[src/rtl/pdp8_kl8e.sv]
// KL8E console teletype: PDP-8 IOT decode for keyboard/printer plus an 8N1 serial transmitter and receiver.
// IOT responses are combinational while selected; side effects land on the first select cycle; a busy printer drops new bytes.
module pdp8_kl8e #(
  parameter int         CLKS_PER_BIT = 16,
  parameter logic [5:0] KBD_DEV      = 6'o03,
  parameter logic [5:0] TTY_DEV      = 6'o04
) (
  input  logic        clk,
  input  logic        reset,
  input  logic        iot,
  input  logic [11:0] mb,
  input  logic [5:0]  io_select,
  input  logic [11:0] io_data_in,
  output logic [11:0] io_data_out,
  output logic        io_data_avail,
  output logic        io_skip,
  output logic        io_interrupt,
  input  logic        rxd,
  output logic        txd
);

  localparam int CW = (CLKS_PER_BIT > 1) ? $clog2(CLKS_PER_BIT) : 1;
  localparam logic [CW-1:0] LAST = CW'(CLKS_PER_BIT - 1);
  localparam logic [CW-1:0] HALF = CW'((CLKS_PER_BIT > 1) ? (CLKS_PER_BIT / 2 - 1) : 0);

  typedef enum logic [1:0] {S_IDLE, S_START, S_DATA, S_STOP} st_t;

  st_t           tx_state_q, tx_state_d, rx_state_q, rx_state_d;
  logic [CW-1:0] tx_cnt_q, tx_cnt_d, rx_cnt_q, rx_cnt_d;
  logic [2:0]    tx_bit_q, tx_bit_d, rx_bit_q, rx_bit_d;
  logic [7:0]    tx_shift_q, tx_shift_d, rx_shift_q, rx_shift_d;
  logic [7:0]    rx_buf_q, rx_buf_d;
  logic          txd_q, txd_d;
  logic          kbd_flag_q, kbd_flag_d, tty_flag_q, tty_flag_d, ie_q, ie_d;
  logic          kbd_sel_q, tty_sel_q;
  logic          rx_s1_q, rx_s2_q, rx_s3_q;
  logic          kbd_sel, tty_sel, kbd_fire, tty_fire;
  logic          tx_start, tx_done, rx_done, rx_fall;
  logic [2:0]    op;
  logic          mb_unused;

  assign mb_unused = ^mb[11:3];
  assign op        = mb[2:0];
  // Qualifying with reset keeps every IOT response at 0 while the block is held in reset.
  assign kbd_sel   = reset & iot & (io_select == KBD_DEV);
  assign tty_sel   = reset & iot & (io_select == TTY_DEV);
  assign kbd_fire  = kbd_sel & ~kbd_sel_q;
  assign tty_fire  = tty_sel & ~tty_sel_q;
  assign rx_fall   = rx_s3_q & ~rx_s2_q;
  assign tx_start  = tty_fire & ((op == 3'o4) | (op == 3'o6)) & (tx_state_q == S_IDLE);

  assign txd          = txd_q;
  assign io_interrupt = ie_q & (kbd_flag_q | tty_flag_q);

  always_comb begin
    io_skip       = 1'b0;
    io_data_avail = 1'b0;
    io_data_out   = '0;
    if (kbd_sel) begin
      case (op)
        3'o1: io_skip = kbd_flag_q;
        3'o2: io_data_avail = 1'b1;
        3'o4: begin
          io_data_avail = 1'b1;
          io_data_out   = io_data_in | {4'b0, rx_buf_q};
        end
        3'o6: begin
          io_data_avail = 1'b1;
          io_data_out   = {4'b0, rx_buf_q};
        end
        default: ;
      endcase
    end
    if (tty_sel && op == 3'o1) io_skip = tty_flag_q;
  end

  always_comb begin
    tx_state_d = tx_state_q;
    tx_cnt_d   = tx_cnt_q;
    tx_bit_d   = tx_bit_q;
    tx_shift_d = tx_shift_q;
    txd_d      = txd_q;
    tx_done    = 1'b0;
    case (tx_state_q)
      S_IDLE: if (tx_start) begin
        tx_state_d = S_START;
        tx_cnt_d   = '0;
        tx_shift_d = io_data_in[7:0];
        txd_d      = 1'b0;
      end
      S_START: if (tx_cnt_q == LAST) begin
        tx_state_d = S_DATA;
        tx_cnt_d   = '0;
        tx_bit_d   = '0;
        txd_d      = tx_shift_q[0];
      end else tx_cnt_d = tx_cnt_q + CW'(1);
      S_DATA: if (tx_cnt_q == LAST) begin
        tx_cnt_d = '0;
        if (tx_bit_q == 3'd7) begin
          tx_state_d = S_STOP;
          txd_d      = 1'b1;
        end else begin
          tx_bit_d   = tx_bit_q + 3'd1;
          tx_shift_d = {1'b0, tx_shift_q[7:1]};
          txd_d      = tx_shift_q[1];
        end
      end else tx_cnt_d = tx_cnt_q + CW'(1);
      S_STOP: if (tx_cnt_q == LAST) begin
        tx_state_d = S_IDLE;
        tx_done    = 1'b1;
      end else tx_cnt_d = tx_cnt_q + CW'(1);
      default: tx_state_d = S_IDLE;
    endcase
  end

  // The start bit is qualified at mid-bit, so every later sample also lands at mid-bit.
  always_comb begin
    rx_state_d = rx_state_q;
    rx_cnt_d   = rx_cnt_q;
    rx_bit_d   = rx_bit_q;
    rx_shift_d = rx_shift_q;
    rx_buf_d   = rx_buf_q;
    rx_done    = 1'b0;
    case (rx_state_q)
      S_IDLE: if (rx_fall) begin
        rx_state_d = S_START;
        rx_cnt_d   = '0;
      end
      S_START: if (rx_cnt_q == HALF) begin
        rx_state_d = rx_s2_q ? S_IDLE : S_DATA;
        rx_cnt_d   = '0;
        rx_bit_d   = '0;
      end else rx_cnt_d = rx_cnt_q + CW'(1);
      S_DATA: if (rx_cnt_q == LAST) begin
        rx_cnt_d   = '0;
        rx_shift_d = {rx_s2_q, rx_shift_q[7:1]};
        if (rx_bit_q == 3'd7) rx_state_d = S_STOP;
        else rx_bit_d = rx_bit_q + 3'd1;
      end else rx_cnt_d = rx_cnt_q + CW'(1);
      S_STOP: if (rx_cnt_q == LAST) begin
        rx_state_d = S_IDLE;
        if (rx_s2_q) begin
          rx_buf_d = rx_shift_q;
          rx_done  = 1'b1;
        end
      end else rx_cnt_d = rx_cnt_q + CW'(1);
      default: rx_state_d = S_IDLE;
    endcase
  end

  // Flag sets are applied after IOT clears so a same-cycle completion is never lost.
  always_comb begin
    kbd_flag_d = kbd_flag_q;
    tty_flag_d = tty_flag_q;
    ie_d       = ie_q;
    if (kbd_fire) begin
      if (op == 3'o0 || op == 3'o2 || op == 3'o6) kbd_flag_d = 1'b0;
      if (op == 3'o5) ie_d = io_data_in[0];
    end
    if (tty_fire) begin
      if (op == 3'o0) tty_flag_d = 1'b1;
      if (op == 3'o2 || op == 3'o6) tty_flag_d = 1'b0;
    end
    if (rx_done) kbd_flag_d = 1'b1;
    if (tx_done) tty_flag_d = 1'b1;
  end

  always_ff @(posedge clk or negedge reset) begin
    if (!reset) begin
      tx_state_q <= S_IDLE;
      rx_state_q <= S_IDLE;
      tx_cnt_q   <= '0;
      rx_cnt_q   <= '0;
      tx_bit_q   <= '0;
      rx_bit_q   <= '0;
      tx_shift_q <= '0;
      rx_shift_q <= '0;
      rx_buf_q   <= '0;
      txd_q      <= 1'b1;
      kbd_flag_q <= 1'b0;
      tty_flag_q <= 1'b0;
      ie_q       <= 1'b1;
      kbd_sel_q  <= 1'b0;
      tty_sel_q  <= 1'b0;
      rx_s1_q    <= 1'b1;
      rx_s2_q    <= 1'b1;
      rx_s3_q    <= 1'b1;
    end else begin
      tx_state_q <= tx_state_d;
      rx_state_q <= rx_state_d;
      tx_cnt_q   <= tx_cnt_d;
      rx_cnt_q   <= rx_cnt_d;
      tx_bit_q   <= tx_bit_d;
      rx_bit_q   <= rx_bit_d;
      tx_shift_q <= tx_shift_d;
      rx_shift_q <= rx_shift_d;
      rx_buf_q   <= rx_buf_d;
      txd_q      <= txd_d;
      kbd_flag_q <= kbd_flag_d;
      tty_flag_q <= tty_flag_d;
      ie_q       <= ie_d;
      kbd_sel_q  <= kbd_sel;
      tty_sel_q  <= tty_sel;
      rx_s1_q    <= rxd;
      rx_s2_q    <= rx_s1_q;
      rx_s3_q    <= rx_s2_q;
    end
  end

endmodule
[config.mk]
export PLATFORM = sky130hd
export DESIGN_NAME = pdp8_kl8e
export DESIGN_NICKNAME = d
export VERILOG_FILES = /design/src/rtl/pdp8_kl8e.sv
export SDC_FILE = /design/constraint.sdc
export NUM_CORES = 1
export LEC_CHECK = 0
export CAP_MARGIN = 20
export CORE_ASPECT_RATIO = 0.9
export CORE_MARGIN = 4
export CORE_UTILIZATION = 40
export DETAILED_ROUTE_END_ITERATION = 10
export PLACE_DENSITY_LB_ADDON = 0.2
export SYNTH_ARGS = -nofsm -noshare
export SYNTH_HDL_FRONTEND = slang
export SYNTH_SLANG_ARGS = --single-unit
[constraint.sdc]
create_clock -name clk -period 2.2 [get_ports clk]
set_input_delay 0.33 -clock clk [delete_from_list [all_inputs] [get_ports clk]]
set_output_delay 0.33 -clock clk [all_outputs]
set_load 0.005 [all_outputs]
[Word-level counts from Yosys, hierarchy flattened]
Index checks and enable logic that the tools add are counted.
Word-level totals
  output and inout port bits: 16
  logic and storage cells: 157
  flip-flop bits (word level): 51
Operators by class
  mux-type cells: 58
  eq/ne operators: 32
  bitwise logic cells: 15
  reductions and logical operators: 30
  add/sub/neg operators: 4
Operators with widths (number)
  two-way mux 4 bit: 7
  inequality test 2 bit (second input constant): 14
  two-way mux 8 bit: 3
  one-hot mux 12 bit (2 select lines): 1
  two-way mux 2 bit: 11
  two-way mux 1 bit: 21
  two-way mux 3 bit: 6
  one-hot mux 2 bit (4 select lines): 2
  one-hot mux 4 bit (4 select lines): 1
  one-hot mux 8 bit (2 select lines): 1
  AND reduction 4 bit: 4
  == test 3 bit (second input constant): 5
  two-way mux 12 bit: 1
  bitwise OR 12 x 8 -> 12 bit: 1
  one-hot mux 3 bit (2 select lines): 2
  one-hot mux 4 bit (3 select lines): 1
  AND reduction 2 bit: 6
  nonzero test 2 bit: 6
  AND reduction 5 bit: 2
  bitwise AND 1 bit: 9
  adder 4 x 1 -> 4 bit (second input constant): 2
  == test 2 bit (second input constant): 4
  == test 4 bit (second input constant): 2
  adder 3 x 1 -> 3 bit (second input constant): 2
  other kinds (17): 25

[Depth between registers and ports, before layout]
  depth in word-level cells: 7
  gate-level depth with buffers: 7
  mapped depth without buffers: 6

[Least setup slack after synthesis]
Ideal clock, no wire load.
  kind: register to register
  start point: register tx_state_q[0]
  end point: register tx_shift_q[2]
  library setup time: 0.125 ns
  stages on the path, launching flop included: 7
  data required time: 2.075 ns
  setup slack: 0.354 ns
  arrival: 1.722 ns
  path through: dfrtp_1 > inv_1 > ha_1 > clkbuf_1 > clkbuf_1 > mux2_2 > mux2_2
On the way
  longest elaborated chain between the ends: 4
  elaborated cells between the ends (all ways): 9
  classes of those cells: 4 x eq/ne; 1 x mux; 1 x bitwise; 3 x reduce/logical
RTL lines
  start, declared: RTL line 28  | st_t tx_state_q, tx_state_d, rx_state_q, rx_state_d;
  start signal, assigned: RTL line 189  | tx_state_q <= tx_state_d;
  zero test 2 bit: RTL line 50, 84
  bitwise AND 1 bit: RTL line 50  | assign tx_start = tty_fire & ((op == 3'o4) | (op == 3'o6)) & (tx_state_q == S_IDLE);
  inequality test 2 bit (no source line)
  AND reduction 4 bit (no source line)
  end signal, assigned: RTL line 195  | tx_shift_q <= tx_shift_d;
  end, declared: RTL line 31  | logic [7:0] tx_shift_q, tx_shift_d, rx_shift_q, rx_shift_d;
Parallel ways exist; a longest one is shown, timed or not.
A chain may end at the register's enable or synchronous reset.

[Worst setup path after layout]
  start point: input port io_select[2]
  end point: output port io_data_out[3]
On the way
  longest elaborated chain between the ends: 3
RTL lines
  start, declared: RTL line 12  | input logic [5:0] io_select,
  == test 6 x 2 -> 1 bit: RTL line 45  | assign kbd_sel = reset & iot & (io_select == KBD_DEV);
  bitwise AND 1 bit: RTL line 45
  two-way mux 12 bit: RTL line 59  | if (kbd_sel) begin
  end, declared: RTL line 14  | output logic [11:0] io_data_out,
Every way passes these cells.

==> summary.txt <==
Status - finished clean
GPL Wtd Cong - 0.870
Clock buffer depth - 2
Residual DRC - 0
I/O pin total - 50
Fin. Hold Viols - 0
Die width - 94.5 um
CTS clk-pin slew, worst paths - 90 ps
Worst setup EP type - primary output
Post-route cell area - 3430 um^2
CTS tree - done
Max Slew Vio Count - 0
Share of layout cells above drive strength 1 - 30.8%
DRT iter0 DRCs - 92
Global routing usage on met2 - 23.1%
Initial antenna violation count - 0
Worst hold path class - primary input to async pin
First-pass GRT wire length - 10.2 mm
Lkg Pwr - 1.63 nW
Vias in the first global route - 2051
GR Util met1 - 23.3%
DR pass1 iterations - 4
FMAX - 474 MHz
Most Used Layer, Global Route - met1
Clock Latency Late Sink - 310 ps
DP HPWL - 4.28 mm
Skew final - 8.37 ps
Fin Setup TNS - 0 ps
Synth warn - 0
# hold bufs at CTS - 0
Gr usage total - 15.7%
Vias/cell - 5.24
Die area - 8120 um^2
# H-tree levels - 2
Gr ovfl total - 0
Area Overhead vs Synth - 27.3%
WL per Instance - 14.8 um
Predominant post-synthesis flop cell - dfrtp_1
Relative slew slack - 58.0%
Post-synth EDFFs - 0
Critical Path Source Type - primary input
Core area - 6550 um^2
Period utilization - 96.0%
Num CTS Buffers - 5
Critical Path Fanout Max - 2
Layout fillers - 619
Mean Syn Cell Area - 10.8 um^2
Asr flop ratio synth - 100%
Worst-margin pin slew - 630 ps
Cell Area, Placed - 3310 um^2
Nets@finish - 355
Util after Layout - 52.4%
Max-Cap Viols - 0
Max VDD drop - 0.000334 V
Worst EP arrival - 1780 ps
Final wirelength - 5.97 mm
#FFs+latches synth - 51
Fin cells - 402
GR Util met3 - 4.12%
Seq/Total Area, Yosys - 47.6%
FP Rows - 28
Synth Net Count - 294
DP Worst Slack - -357 ps
IO buf count - 40
Setup violators final - 0
Fin Hold WS - 156 ps
Die height - 85.9 um
Final min period - 2110 ps
CTS Sinks - 51
Post-synth cell types - 51
Root Driver - clkbuf_8
Mapped Area - 2700 um^2
Placed insts - 390
Largest net degree at the start of global routing - 52
Vias - 2107
Overall power - 2.19 mW
ANT nets after route - 0
RSZ-0062 raised after global routing - no
CP Class - primary input to primary output
Ant diodes - 0
Req. time, crit path - 1870 ps
Pwr dens - 637 nW/um^2
Worst setup margin - 88.2 ps
Initial Util - 41.2%
Syn Inst Count - 250
timing repair:
action,in CTS,in global routing
setup endpoints to repair,14,12
hold endpoints to repair,0,0
setup buffers,3,1
gates resized for setup,38,20
pin swaps,6,4
layer usage:
metal	share of wire [%]	vias up
met3	6.9	4
li1	-	1028
met2	44	62
met5	0	-
met1	49	1013
met4	0.57	0
path summary, 6_finish.rpt:
kind | cells after the start | slack [ps] | from | endpoint
hold reg to reg | 0 | 360 | rx_s1_q$_DFF_PN1_ | rx_s2_q$_DFF_PN1_
hold / removal | 2 | 160 | reset | tx_bit_q[2]$_DFFE_PN0P_
setup / recovery | 7 | 90 | io_select[2] | io_data_out[3]
max in group asynchronous | 2 | 1620 | reset | tx_shift_q[5]$_DFFE_PN0P_
setup reg to reg | 5 | 260 | tx_bit_q[0]$_DFFE_PN0P_ | tx_shift_q[4]$_DFFE_PN0P_
min in group clk | 0 | 360 | rx_s1_q$_DFF_PN1_ | rx_s2_q$_DFF_PN1_
cells by family after synthesis:
group	count (synthesis)	share of synthesized area, %
AO/OA/AOI/OAI	58	15.0
XOR/XNOR	1	0.325
adder cells (fa/ha/maj)	10	4.64
buffers and inverters	19	2.78
flip-flops	51	47.6
multiplexers	33	13.8
AND/OR/NAND/NOR	78	15.9
worst max-delay path: stages:
cell and delay [ps]:
clkdlybuf4s50_1 410, and3b_1 240, nand4_1 190, buf_6 180, buf_4 130, nor2_1 100, clkdlybuf4s15_1 210
state kept, by name, summed over array words and instances, names as in the netlist, 2 cells and up, named ones only:
register and cells:
rx_shift_q 8, tx_cnt_q 4, rx_buf_q 8, rx_bit_q 3, tx_bit_q 3, tx_shift_q 8, rx_cnt_q 4, tx_state_q 2
cells in the final DEF, fill, tap and decap left out, types with 3 or more instances in the layout:
cell             synthesis  layout
dfrtp_1                 46      46
mux2_2                  33      33
clkdlybuf4s50_1          0      20
buf_4                    0      20
nand2_1                 19      19
nor2_1                  17      14
o21ai_0                 13      13
a21oi_1                 12      12
inv_1                   10      10
ha_1                    10      10
clkbuf_2                 0       9
nand3_1                  5       5
and2_1                   5       5
clkbuf_8                 0       5
dfstp_2                  5       5
nor2b_1                  4       4
nor2_2                   2       4
a22o_1                   4       4
dlygate4sd2_1            0       4
buf_2                    3       4
nand4_1                  3       3
a2bb2oi_1                3       3
nand4b_1                 3       3
nor3_1                   3       3
a21o_1                   3       3
a22oi_1                  3       3
o2bb2ai_1                3       3
layout make-up:
type	instances	area, um^2	share of cell area [%]
flip-flops and latches	51	1280	37.4
repair buffers	62	505	14.7
clock buffers	5	68.8	2.00
well taps	90	113	3.28
multi-input cells	180	1380	40.1
inverters	11	41.3	1.20
clock inverters	3	46.3	1.35
power breakdown:
group | internal (mW) | leakage (nW) | switching (mW)
logic | 0.193 | 0.931 | 0.196
registers | 1.01 | 0.646 | 0.117
clock network | 0.343 | 0.0548 | 0.327
total | 1.55 | 1.63 | 0.640
Yosys cell counts, types with 2 or more instances:
library cell  number  area [um^2]
dfrtp_1           46         1150
mux2_2            33          372
nand2_1           19         71.3
nor2_1            17         63.8
o21ai_0           13         65.1
a21oi_1           12         60.1
ha_1              10          125
inv_1             10         37.5
and2_1             5         31.3
clkbuf_1           5         18.8
dfstp_2            5          131
nand3_1            5         25.0
a22o_1             4         35.0
nor2b_1            4         25.0
a21o_1             3         22.5
a22oi_1            3         22.5
a2bb2oi_1          3         26.3
and3_1             3         18.8
buf_2              3         15.0
nand4_1            3         18.8
nand4b_1           3         26.3
nor3_1             3         15.0
o2bb2ai_1          3         26.3
a21boi_0           2         15.0
a31oi_1            2         12.5
nor2_2             2         12.5
nor4b_2            2         30.0
o221ai_1           2         17.5
o22ai_1            2         12.5
or2_2              2         12.5
Note: power is estimated with default switching activity, not from simulation.
